`src/rtl/serial_adder.sv`:
```
// Bit-serial adder: one full-adder cell with a registered carry, LSB-first, WIDTH cycles per add.
// Optional SERIAL_ADDER_SUB_EN adds a sub input that turns the operation into a - b.
module serial_adder #(
   parameter int WIDTH = 8
) (
   input  logic             clk,
   input  logic             rst,
   input  logic             in_valid,
   output logic             in_ready,
   input  logic [WIDTH-1:0] a,
   input  logic [WIDTH-1:0] b,
   input  logic             cin,
`ifdef SERIAL_ADDER_SUB_EN
   input  logic             sub,
`endif
   output logic             out_valid,
   input  logic             out_ready,
   output logic [WIDTH-1:0] sum,
   output logic             cout
);

   // Valid/ready: a transfer happens on any rising edge where valid and ready are both 1;
   // once out_valid is raised, sum/cout stay frozen until that transfer.
   typedef enum logic [1:0] {IDLE, RUN, DONE} state_t;

   localparam logic [5:0] CNT_LAST = 6'(WIDTH - 1);

   state_t           state, state_next;
   logic [WIDTH-1:0] a_sh, b_sh;
   logic             carry;
   logic [5:0]       cnt;
   logic             bit_s, carry_next, last_bit;
   logic [WIDTH-1:0] b_load;
   logic             c_load;

   always_comb begin
      bit_s      = a_sh[0] ^ b_sh[0] ^ carry;
      carry_next = (a_sh[0] & b_sh[0]) | (a_sh[0] & carry) | (b_sh[0] & carry);
      last_bit   = (cnt == CNT_LAST);
   end

`ifdef SERIAL_ADDER_SUB_EN
   // Subtraction is a + ~b + 1, so the carry register seeds the +1.
   always_comb begin
      b_load = sub ? ~b : b;
      c_load = sub ? 1'b1 : cin;
   end
`else
   always_comb begin
      b_load = b;
      c_load = cin;
   end
`endif

   always_comb begin
      state_next = state;
      in_ready   = 1'b0;
      out_valid  = 1'b0;
      case (state)
         IDLE: begin
            in_ready = 1'b1;
            if (in_valid) state_next = RUN;
         end
         RUN: begin
            if (last_bit) state_next = DONE;
         end
         DONE: begin
            out_valid = 1'b1;
            if (out_ready) state_next = IDLE;
         end
         default: state_next = IDLE;
      endcase
   end

   always_ff @(posedge clk) begin
      if (rst) begin
         state <= IDLE;
         a_sh  <= '0;
         b_sh  <= '0;
         carry <= 1'b0;
         cnt   <= '0;
         sum   <= '0;
         cout  <= 1'b0;
      end else begin
         state <= state_next;
         case (state)
            IDLE: begin
               if (in_valid) begin
                  a_sh  <= a;
                  b_sh  <= b_load;
                  carry <= c_load;
                  cnt   <= '0;
               end
            end
            RUN: begin
               a_sh  <= a_sh >> 1;
               b_sh  <= b_sh >> 1;
               carry <= carry_next;
               sum   <= {bit_s, sum[WIDTH-1:1]};
               cnt   <= cnt + 6'd1;
               if (last_bit) cout <= carry_next;
            end
            default: ;
         endcase
      end
   end

endmodule

```
`config.mk`:
```
export PLATFORM = sky130hd
export DESIGN_NAME = serial_adder
export DESIGN_NICKNAME = d
export VERILOG_FILES = /design/src/rtl/serial_adder.sv
export SDC_FILE = /design/constraint.sdc
export NUM_CORES = 1
export LEC_CHECK = 0
export CAP_MARGIN = 20
export CORE_AREA = 4 4 63 65
export DETAILED_ROUTE_END_ITERATION = 10
export DIE_AREA = 0 0 67 69
export GPL_TIMING_DRIVEN = 0
export PLACE_DENSITY = 0.85
export SKIP_CTS_REPAIR_TIMING = 1
export SYNTH_ARGS = -nofsm -noshare
export SYNTH_HDL_FRONTEND = slang
export SYNTH_SLANG_ARGS = --single-unit
```
`constraint.sdc`:
```
create_clock -name clk -period 1.9 [get_ports clk]
set_input_delay 0.285 -clock clk [delete_from_list [all_inputs] [get_ports clk]]
set_output_delay 0.285 -clock clk [all_outputs]
set_load 0.03 [all_outputs]
```
Yosys cells after proc, flatten, opt, wreduce, memory -nomap -nowiden

Index checks and enable logic that the tools add are counted.

Bits in registers: 34
Bits of input ports: 21
Output and inout port bits: 11
Logic and storage cells: 40

Add/sub/neg operators: 1
Equality and inequality tests: 6
Multiplexer cells: 14
Bitwise gates (word level): 7
Reduce and logical (&&, ||, !) cells: 5

Operators by type and width:

| operator                                             | number |
|---|---|
| case mux 8 bit (2 select lines)                      | 2 |
| 2-to-1 mux 8 bit                                     | 2 |
| case mux 6 bit (2 select lines)                      | 1 |
| adder 6 x 1 -> 6 bit (second input constant)         | 1 |
| equality test 6 x 3 -> 1 bit (second input constant) | 1 |
| 2-to-1 mux 2 bit                                     | 3 |
| 2-to-1 mux 6 bit                                     | 1 |
| inequality test 2 bit (second input constant)        | 3 |
| case mux 2 bit (3 select lines)                      | 1 |
| AND reduction 2 bit                                  | 2 |
| bitwise AND 1 bit                                    | 3 |
| 2-to-1 mux 1 bit                                     | 3 |
| AND reduction 3 bit                                  | 1 |
| equality test 2 x 1 -> 1 bit (second input constant) | 1 |
| equality test 2 bit (second input constant)          | 1 |
| zero test 2 bit                                      | 1 |
| bitwise OR 1 bit                                     | 2 |
| case mux 1 bit (2 select lines)                      | 1 |
| nonzero test 2 bit                                   | 1 |
| XOR 1 bit                                            | 2 |

Depth between registers and ports, before layout

Gate-level depths: netlist (run 1).

Depth after elaboration: 4
Mapped depth: 6
Mapped depth without buffers: 4

Worst setup path after synthesis (run 1)

OpenSTA, ideal clock, no wires.

Path type: flip-flop to output port
Start point: register state[1]
End point: output port in_ready
Arrival time: 1134 ps
Required time: 1615 ps
Path slack: 481 ps
Cell stages (with the launch flop): 5
Path buffers: 3
Cells stage by stage: dfxtp_1 buf_6 buf_2 buf_2 nor2_1

Cells in the longest elaborated chain, start to end: 2

RTL lines:

| item                     | line | source |
|---|---|---|
| start: declaration       | 28   | `state_t state, state_next;` |
| start signal: assignment | 85   | `state <= state_next;` |
| zero test 2 bit          | 59   | `case (state)` |
| 2-to-1 mux 1 bit         | 59   |  |
| end: declaration         | 9    | `output logic in_ready,` |

Every way passes these cells.

Worst setup path after layout (run 1)

Same ends and word-level chain as after synthesis.

==> results.md, run 1 <==
* Status: complete, no violations
* Max Fclk at between 0.5 and 0.6 GHz
* Final Max Tran Viols at 0
* Worst hold endpoint: b_sh[1]
* Largest net degree at the start of global routing at 12
* Largest family of logic cells by synthesized area: compound AO/OA/AOI/OAI gates
* Share of synthesized flip-flops with an asynchronous set or reset at 0%
* Reg-to-Reg End: cout
* Type of the worst min-delay path: in -> reg
* 1st-pass router iterations at 4
* Seq cells post-synth at 34
* Worst r2r src: cnt[3]
* Yosys warning count at 0
* Synth Area in Adders at 1.94%
* Final Setup Violations at 0
* Total Power at around 0.0016 W
* Commonest non-fill, non-tap cell in the layout: a21oi_1
* Synth cell types at 32
* Final period utilization at roughly 94%
* CP Buf/Inv Count at 4
* Pint at 0.00115 W
* Post-synth EDFFs at 0
* PwrDens at roughly 740 nW/um^2
* CP Launch Type: flip-flop
* Post-Syn Area at 1680 sq um
* Antenna viol nets, final at 0
* Clock sinks at 34
* Worst reg2reg path depth at 3
* Clock Path Buffers at 2
* Rows at 21
* Syn Nets at approximately 230
* N_diodes at 0
* Drt wl/cell at 13.4 um
* Synth Flop Type: dfxtp_1
* RSZ-0062 raised after global routing: false
* Layout Utilization at around 63%
* Worst slew pin tran at between 400 and 500 ps
* Clock latency on the worst-skew pair at roughly 350 ps
* Layout cells sized above 1 at 17.5%
* Floorplan core area at approximately 3300 sq um
* First-pass GRT wire length at roughly 6600 um
* Vias per cell at about 5.4
* Post-route cell area at roughly 2100 sq um
* Gr ovfl total at 0
* VDD IR max at around 500 uV
* Comb power frac at between 15 and 20%
* Die footprint at 4620 sq um
* Number of max-cap violations at 0
* Total Wirelength at ~3800 um
* Crit. End Element: output port
* Dpl cell area at ~2000 sq um
* Cell family with most CP delay: buffers and inverters
* Synth Area in XOR/XNOR at 0%
* Headroom to the max-slew limit at about 70%
* Critical path's largest stage delay at between 300 and 400 ps
* Hold path depth at 3
* Switching part of the total power at a little over a quarter
* Arrival time worst endpoint at around 1500 ps
* Die Wd at 67 um
* Slowest-stage cell, CP: dfxtp_1
* Proportion of synthesized area in mux cells at under 10%
* Hpwl dp at 2630 um
* Critical path fanouts, max at 10
* 1st-iter DRT viols at 90
* Compound-cell area share of the yosys netlist at between 20% and 30%
* Via count at 1,541
* Seq pwr share at 50.6%
* GRT Total Usage at 17.9%
* Hold path start: rst
* Commonest non-fill, non-tap cells in the layout: a21oi_1, dfxtp_1, clkdlybuf4s50_1
* Count of final hold-check violations at 0
* CTS H-tree depth at 2
* Clk slew on worst S/H paths at about 110 ps
* Worst EP required at 1620 ps
* Starting density of the core at roughly 50%
* Routability congestion estimate at 0.840
* Clock skew at 4.41 ps
* Initial antenna violation count at 0
* Fin nets at ~260
* Vias in the first global route at approximately 1,500
* Post-Syn Instances at between 200 and 250
* Die Height at just under 70 um
* Minimum clock period at between 1500 and 2000 ps
* Clock buffer count from CTS at 5
* Synth-to-layout area growth at 26.0%
* Crit Path Class: reg -> out
* Simple-gate share of the synthesized area at 18.1%
* Clk pwr share at 34.3%
* P_leak at approximately 0.84 nW
* Sequential area share after synthesis at just over 40%
* I/O Pins at 32
* Root buf cell: clkbuf_4
* DRC Markers at 0
* R2R setup slack at approximately 540 ps
* TritonCTS clock tree: done
* Switching power at roughly 0.00041 W
* Cells along the critical path: buf_6, buf_2, clkbuf_4, nor2_1, clkbuf_2
* PortBufs at 30
* Syn_area_per_cell at 8.30 sq um
-- final cells by class --
| type | instances | area, sq um |
|---|---|---|
| fill | 308 | 1220 |
| multi-input combinational | 136 | 845 |
| sequential | 34 | 682 |
| timing repair buffer | 30 | 298 |
| buffer | 17 | 97.6 |
| tap | 46 | 57.6 |
| inverter | 15 | 56.3 |
| clock inverter | 3 | 40.0 |
| clock buffer | 5 | 37.5 |
-- power by group through the flow --
stage               clock, W  combinational [W]  sequential, W
detailed placement         0           0.000236       0.000800
floorplan                  0           0.000150       0.000798
CTS                 0.000547           0.000236       0.000784
finish              0.000533           0.000235       0.000785
global route        0.000571           0.000260       0.000791
global placement           0           0.000231       0.000800
-- cells by family after synthesis --
kind of cell / after synthesis
AOI/OAI and AO/OA: 69
and+or+nand+nor: 63
DFF: 34
buffers and inverters: 32
muxes: 2
adders and majority gates: 2
-- tightest hold or removal path, stage by stage --
cell      delay [ps]
clkbuf_1         250
a21oi_1           70
o221a_2          110
-- per-layer routing --
layer	up-vias	track usage [%]	share of wire, %
li1	780	-	-
met2	36	29.7	49
met5	-	0	0
met3	8	5.36	4.8
met4	0	8.33	1.6
met1	717	20.4	44
-- flip-flops by register name, indices dropped and copies added, names as in the netlist --
signal and flops:
a_sh 8, b_sh 8, carry 1, cnt 6
cout 1, state 2, sum 8
-- Yosys cell counts (2+ instances only) --
library cell  number  share of area, %
a21oi_1           37                11
a22oi_1            2              0.90
buf_2             10               3.0
buf_6              2               1.3
clkbuf_1           4              0.90
dfxtp_1           34                41
inv_1             15               3.4
mux2i_1            2               1.2
nand2_1           20               4.5
nand2b_1           3               1.1
nand3_1            2              0.60
nor2_1            20               4.5
nor2b_1            7               2.6
o211ai_1           2              0.90
o221a_2           15                10
o22a_1             7               3.7
o22ai_1            2              0.75
or3_1              4               1.5
-- stage by stage --
stage	setup WS (ps)	std cells	TNS (ps)	hold slack (ps)
after detailed placement	9.66	278	0	451
after global routing	20.7	286	0	461
after CTS	-405	286	-497	400
after floorplan	481	202	0	455
final	117	286	0	404
after global placement	3.86	278	0	445
-- worst max path at each step --
stage,startpoint,endpoint,slack [ps],cells past startpoint
final,state[1],in_ready,120,5
after global routing,state[1],in_ready,20,5
after floorplan,state[1],in_ready,480,4
after global placement,state[0],in_ready,4,4
after CTS,state[0],in_ready,-400,4
after detailed placement,state[0],in_ready,10,4
Power figures use the tool's default switching activity.
==> run 2: changes to the inputs <==
GPL_TIMING_DRIVEN = 1   (was 0)
==> results.md, run 2 (synthesis gave the netlist of run 1 again) <==
* Count of final hold-check violations at 0 (unchanged)
* Vias in the first global route at 1,389 (-8.7%)
* PortBufs at 31 (+3.3%)
* DRC Markers at 0 (unchanged)
* Drt wl/cell at 13.0 um (-2.9%)
* Initial antenna violation count at 0 (unchanged)
* Clock buffer count from CTS at 5 (unchanged)
* 1st-pass router iterations at 4 (unchanged)
* Commonest non-fill, non-tap cells in the layout: a21oi_1, dfxtp_1, clkdlybuf4s50_1
* Floorplan core area at 3340 sq um (unchanged)
* Layout Utilization at 61.6% (-1.7 points)
* P_leak at 0.779 nW (-6.9%)
* Clock latency on the worst-skew pair at 330 ps (-20 ps)
* Worst EP required at 1620 ps (about the same)
* Setup TNS Final at 0 ps (unchanged)
* Clock skew at 5.06 ps (+0.648 ps)
* Critical path fanouts, max at 3 (-7)
* Crit Path Class: reg -> out
* Final period utilization at 97.7% (+3.9 points)
* N_diodes at 0 (unchanged)
* GRT Total Usage at 16.0% (-1.9 points)
* Total Wirelength at 3590 um (-6.3%)
* RSZ-0062 raised after global routing: false
* Synth-to-layout area growth at 22.7%
* Fin nets at 253 (-3.4%)
* Headroom to the max-slew limit at 72.1% (+3.6 points)
* Largest net degree at the start of global routing at 37 (+25)
* CTS H-tree depth at 2 (unchanged)
* Minimum clock period at 1860 ps (+74.1 ps)
* Via count at 1,493 (-3.1%)
* Status: complete, no violations
* Die Wd at 67 um (unchanged)
* Clk slew on worst S/H paths at 100 ps (about the same)
* Clock sinks at 34 (unchanged)
* Vias per cell at 5.41 (+0.40%)
* Worst slew pin tran at 418 ps (-54.5 ps)
* Layout cells sized above 1 at 13.9% (-3.6 points)
* Final Max Tran Viols at 0 (unchanged)
* Antenna viol nets, final at 0 (unchanged)
* Hpwl dp at 2480 um (-5.7%)
* Die Height at 69 um (unchanged)
* Crit. End Element: output port
* Routability congestion estimate at 0.741 (-12%)
* Starting density of the core at 50.2% (unchanged)
* Clock Path Buffers at 2 (unchanged)
* TritonCTS clock tree: done
* Die footprint at 4620 sq um (unchanged)
* Commonest non-fill, non-tap cell in the layout: a21oi_1
* Rows at 21 (unchanged)
* I/O Pins at 32 (unchanged)
* Max Fclk at 0.539 GHz (-4.0%)
* Root buf cell: clkbuf_4
* Number of max-cap violations at 0 (unchanged)
* Arrival time worst endpoint at 1570 ps (+70 ps)
* Final hold slack at 458 ps (+53.6 ps)
* Fillers at 302 (-1.9%)
* Type of the worst min-delay path: reg -> reg
* Gr ovfl total at 0 (unchanged)
* CP Launch Type: flip-flop
* Largest registers: a_sh x8, b_sh x8, sum x8
* Final Setup Violations at 0 (unchanged)
* 1st-iter DRT viols at 66 (-27%)
* First-pass GRT wire length at 5980 um (-8.8%)
* VDD IR max at 397 uV (-20%)
* PwrDens at 674 nW/um^2 (-8.3%)
-- run 2: cell count changes in the layout (fill, tap and decap cells not counted), moves of 2 or more --
cell / before / now
buf_6: 2 / 0
buf_2: 9 / 0
clkdlybuf4s50_1: 28 / 30
clkinv_2: 2 / 0
clkbuf_1: 4 / 2
buf_4: 1 / 7
-- run 2: critical path, stage by stage (launching register included) --
cell and delay (ps):
dfxtp_1 340, nor2_1 190, clkdlybuf4s50_1 710
-- run 2: through the flow --
stage | instance area (sq um) | power, W | cells | setup WS (ps)
after floorplan | 1680 | 0.000948 | 202 | 481
after global placement | 2010 | 0.00103 | 269 | 245
after detailed placement | 2010 | 0.00103 | 269 | 200
after CTS | 2060 | 0.00139 | 276 | 46.8
after global routing | 2060 | 0.00144 | 276 | 0.729
final | 2060 | 0.00139 | 276 | 43.3
-- run 2: metal layers --
metal	global-route usage [%]	wire length (um)
met1	21.1	1610
met3	4.06	168
met5	0	0
met2	24.8	1790
met4	5.63	16
-- run 2: power by group --
part           total, W  leakage (nW)  switching (W)  internal, W
clock network  0.000368        0.0254       0.000229     0.000140
registers      0.000781         0.279      0.0000309     0.000750
logic          0.000237         0.475       0.000111     0.000126
total           0.00139         0.779       0.000371      0.00102
-- run 2: final timing paths --
check                start       end  slack (ps)  depth (start not counted)
hold / removal      sum[0]    sum[0]         460                          2
hold reg to reg     sum[0]    sum[0]         460                          2
setup / recovery  state[1]  in_ready          40                          2
setup reg to reg  state[0]      cout         380                          4
-- run 2: cell type report --
cell class / count / area [sq um] / share of cell area, %
Clock buffer: 7 / 45.0 / 2.19
Inverter: 15 / 56.3 / 2.74
Multi-Input combinational cell: 136 / 845 / 41.1
Sequential cell: 34 / 681 / 33.1
Tap cell: 46 / 57.6 / 2.80
Timing Repair Buffer: 38 / 373 / 18.1
==> run 3: changes to the inputs <==
CORE_AREA = 2 2 61 63   (was 4 4 63 65)
DIE_AREA = 0 0 63 65   (was 0 0 67 69)
==> results.md, run 3 (synthesis gave the netlist of run 1 again) <==
* Clock buffer count from CTS at 5 (unchanged)
* Worst reg2reg path depth at 4 (unchanged)
* Synth-to-layout area growth at 23.7%
* Hold path depth at 2 (unchanged)
* Starting density of the core at 48.0% (-2.3 points)
* Drt wl/cell at 12.3 um (-5.6%)
* Final Max Tran Viols at 0 (unchanged)
* Final period utilization at 94.1% (-3.6 points)
* Die Height at 65 um (-5.8%)
* Initial antenna violation count at 0 (unchanged)
* Headroom to the max-slew limit at 72.0% (about the same)
* Clock skew at 8.20 ps (+3.14 ps)
* Largest net degree at the start of global routing at 37 (unchanged)
* Rows at 22 (+4.8%)
* Root buf cell: clkbuf_4
* Via count at 1,479 (-0.94%)
* First-pass GRT wire length at 5630 um (-5.8%)
* Minimum clock period at 1790 ps (-67.9 ps)
* Die footprint at 4100 sq um (-11%)
* Gr ovfl total at 0 (unchanged)
* Status: complete, no violations
* Setup TNS Final at 0 ps (unchanged)
* P_leak at 0.790 nW (+1.3%)
* Clk slew on worst S/H paths at 100 ps (about the same)
* Antenna viol nets, final at 0 (unchanged)
* TritonCTS clock tree: done
* Number of max-cap violations at 0 (unchanged)
* Vias in the first global route at 1,269 (-8.6%)
* Critical path fanouts, max at 2 (-1)
* GRT Total Usage at 17.4% (+1.5 points)
* Worst EP required at 1620 ps (about the same)
* CTS H-tree depth at 2 (unchanged)
* PortBufs at 31 (unchanged)
* Vias per cell at 5.30 (-2.0%)
* Max Fclk at 0.559 GHz (+3.8%)
* Routability congestion estimate at 0.700 (-5.5%)
* Crit. End Element: output port
* Clock Path Buffers at 2 (unchanged)
* Crit Path Class: reg -> out
* Commonest non-fill, non-tap cells in the layout: a21oi_1, dfxtp_1, clkdlybuf4s50_1
* Final Setup Violations at 0 (unchanged)
* Total Wirelength at 3430 um (-4.5%)
* CP Launch Type: flip-flop
* Floorplan core area at 3500 sq um (+4.8%)
* DRC Markers at 0 (unchanged)
* Commonest non-fill, non-tap cell in the layout: a21oi_1
* Clock latency on the worst-skew pair at 340 ps (about the same)
* I/O Pins at 32 (unchanged)
* Hpwl dp at 2250 um (-9.1%)
* Worst slew pin tran at 418 ps (+0.489 ps)
* 1st-iter DRT viols at 76 (+15%)
* Type of the worst min-delay path: reg -> reg
* RSZ-0062 raised after global routing: false
* Die Wd at 63 um (-6.0%)
* PwrDens at 692 nW/um^2 (+2.6%)
* VDD IR max at 391 uV (-1.6%)
* Cells along the critical path: nor2_1, clkdlybuf4s50_1
* N_diodes at 0 (unchanged)
* Layout Utilization at 59.3% (-2.3 points)
* Arrival time worst endpoint at 1500 ps (-70 ps)
* Clock sinks at 34 (unchanged)
* Fin nets at 253 (unchanged)
* Layout cells sized above 1 at 14.7% (+0.81 points)
* Count of final hold-check violations at 0 (unchanged)
* Slowest-stage cell, CP: clkdlybuf4s50_1
* Largest registers: a_sh x8, b_sh x8, sum x8
* Critical path's largest stage delay at 690 ps (-20 ps)
* 1st-pass router iterations at 4 (unchanged)
run 3: worst max-delay path: cells and delay by family, from the launching register on:
| family | cells | cell delay, ps |
|---|---|---|
| AND/OR/NAND/NOR | 1 | 140 |
| buffers and inverters | 1 | 690 |
| flip-flops | 1 | 330 |
run 3: final cells by class:
class,instances,area (sq um)
flip-flops and latches,34,681
inverters,15,56.3
clock inverters,1,5.00
well taps,48,60.1
fillers,323,1420
repair buffers,38,373
multi-input cells,136,845
clock buffers,7,55.1
run 3: where the power goes:
part / internal, W / total, W / switching, W
Combinational: 0.000125 / 0.000235 / 0.000110
Clock: 0.000179 / 0.000419 / 0.000240
Sequential: 0.000750 / 0.000781 / 0.0000310
Total: 0.00105 / 0.00144 / 0.000380
run 3: stage by stage:
step                      instances  hold slack (ps)  setup slack (ps)  area (sq um)  total power, W
after floorplan                 202              455               481          1680        0.000948
after global placement          271              441               337          2010         0.00103
after detailed placement        271              445               304          2010         0.00103
after CTS                       279              460              86.7          2070         0.00145
after global routing            279              495              35.7          2070         0.00151
final                           279              459               111          2070         0.00144
run 3: path summary, 6_finish.rpt:
check	from	to	slack [ps]
worst min-delay path	sum[0]	sum[0]	460
worst min register to register	sum[0]	sum[0]	460
worst max-delay path	state[0]	in_ready	110
worst max register to register	state[1]	cout	410
run 3: per-layer routing:
layer,share of wire [%],vias to the layer above,global-route usage [%]
met3,4.1,8,4.17
li1,-,762,-
met1,49,674,21.2
met5,0,-,0
met2,44,35,28.3
met4,2.1,0,9.72
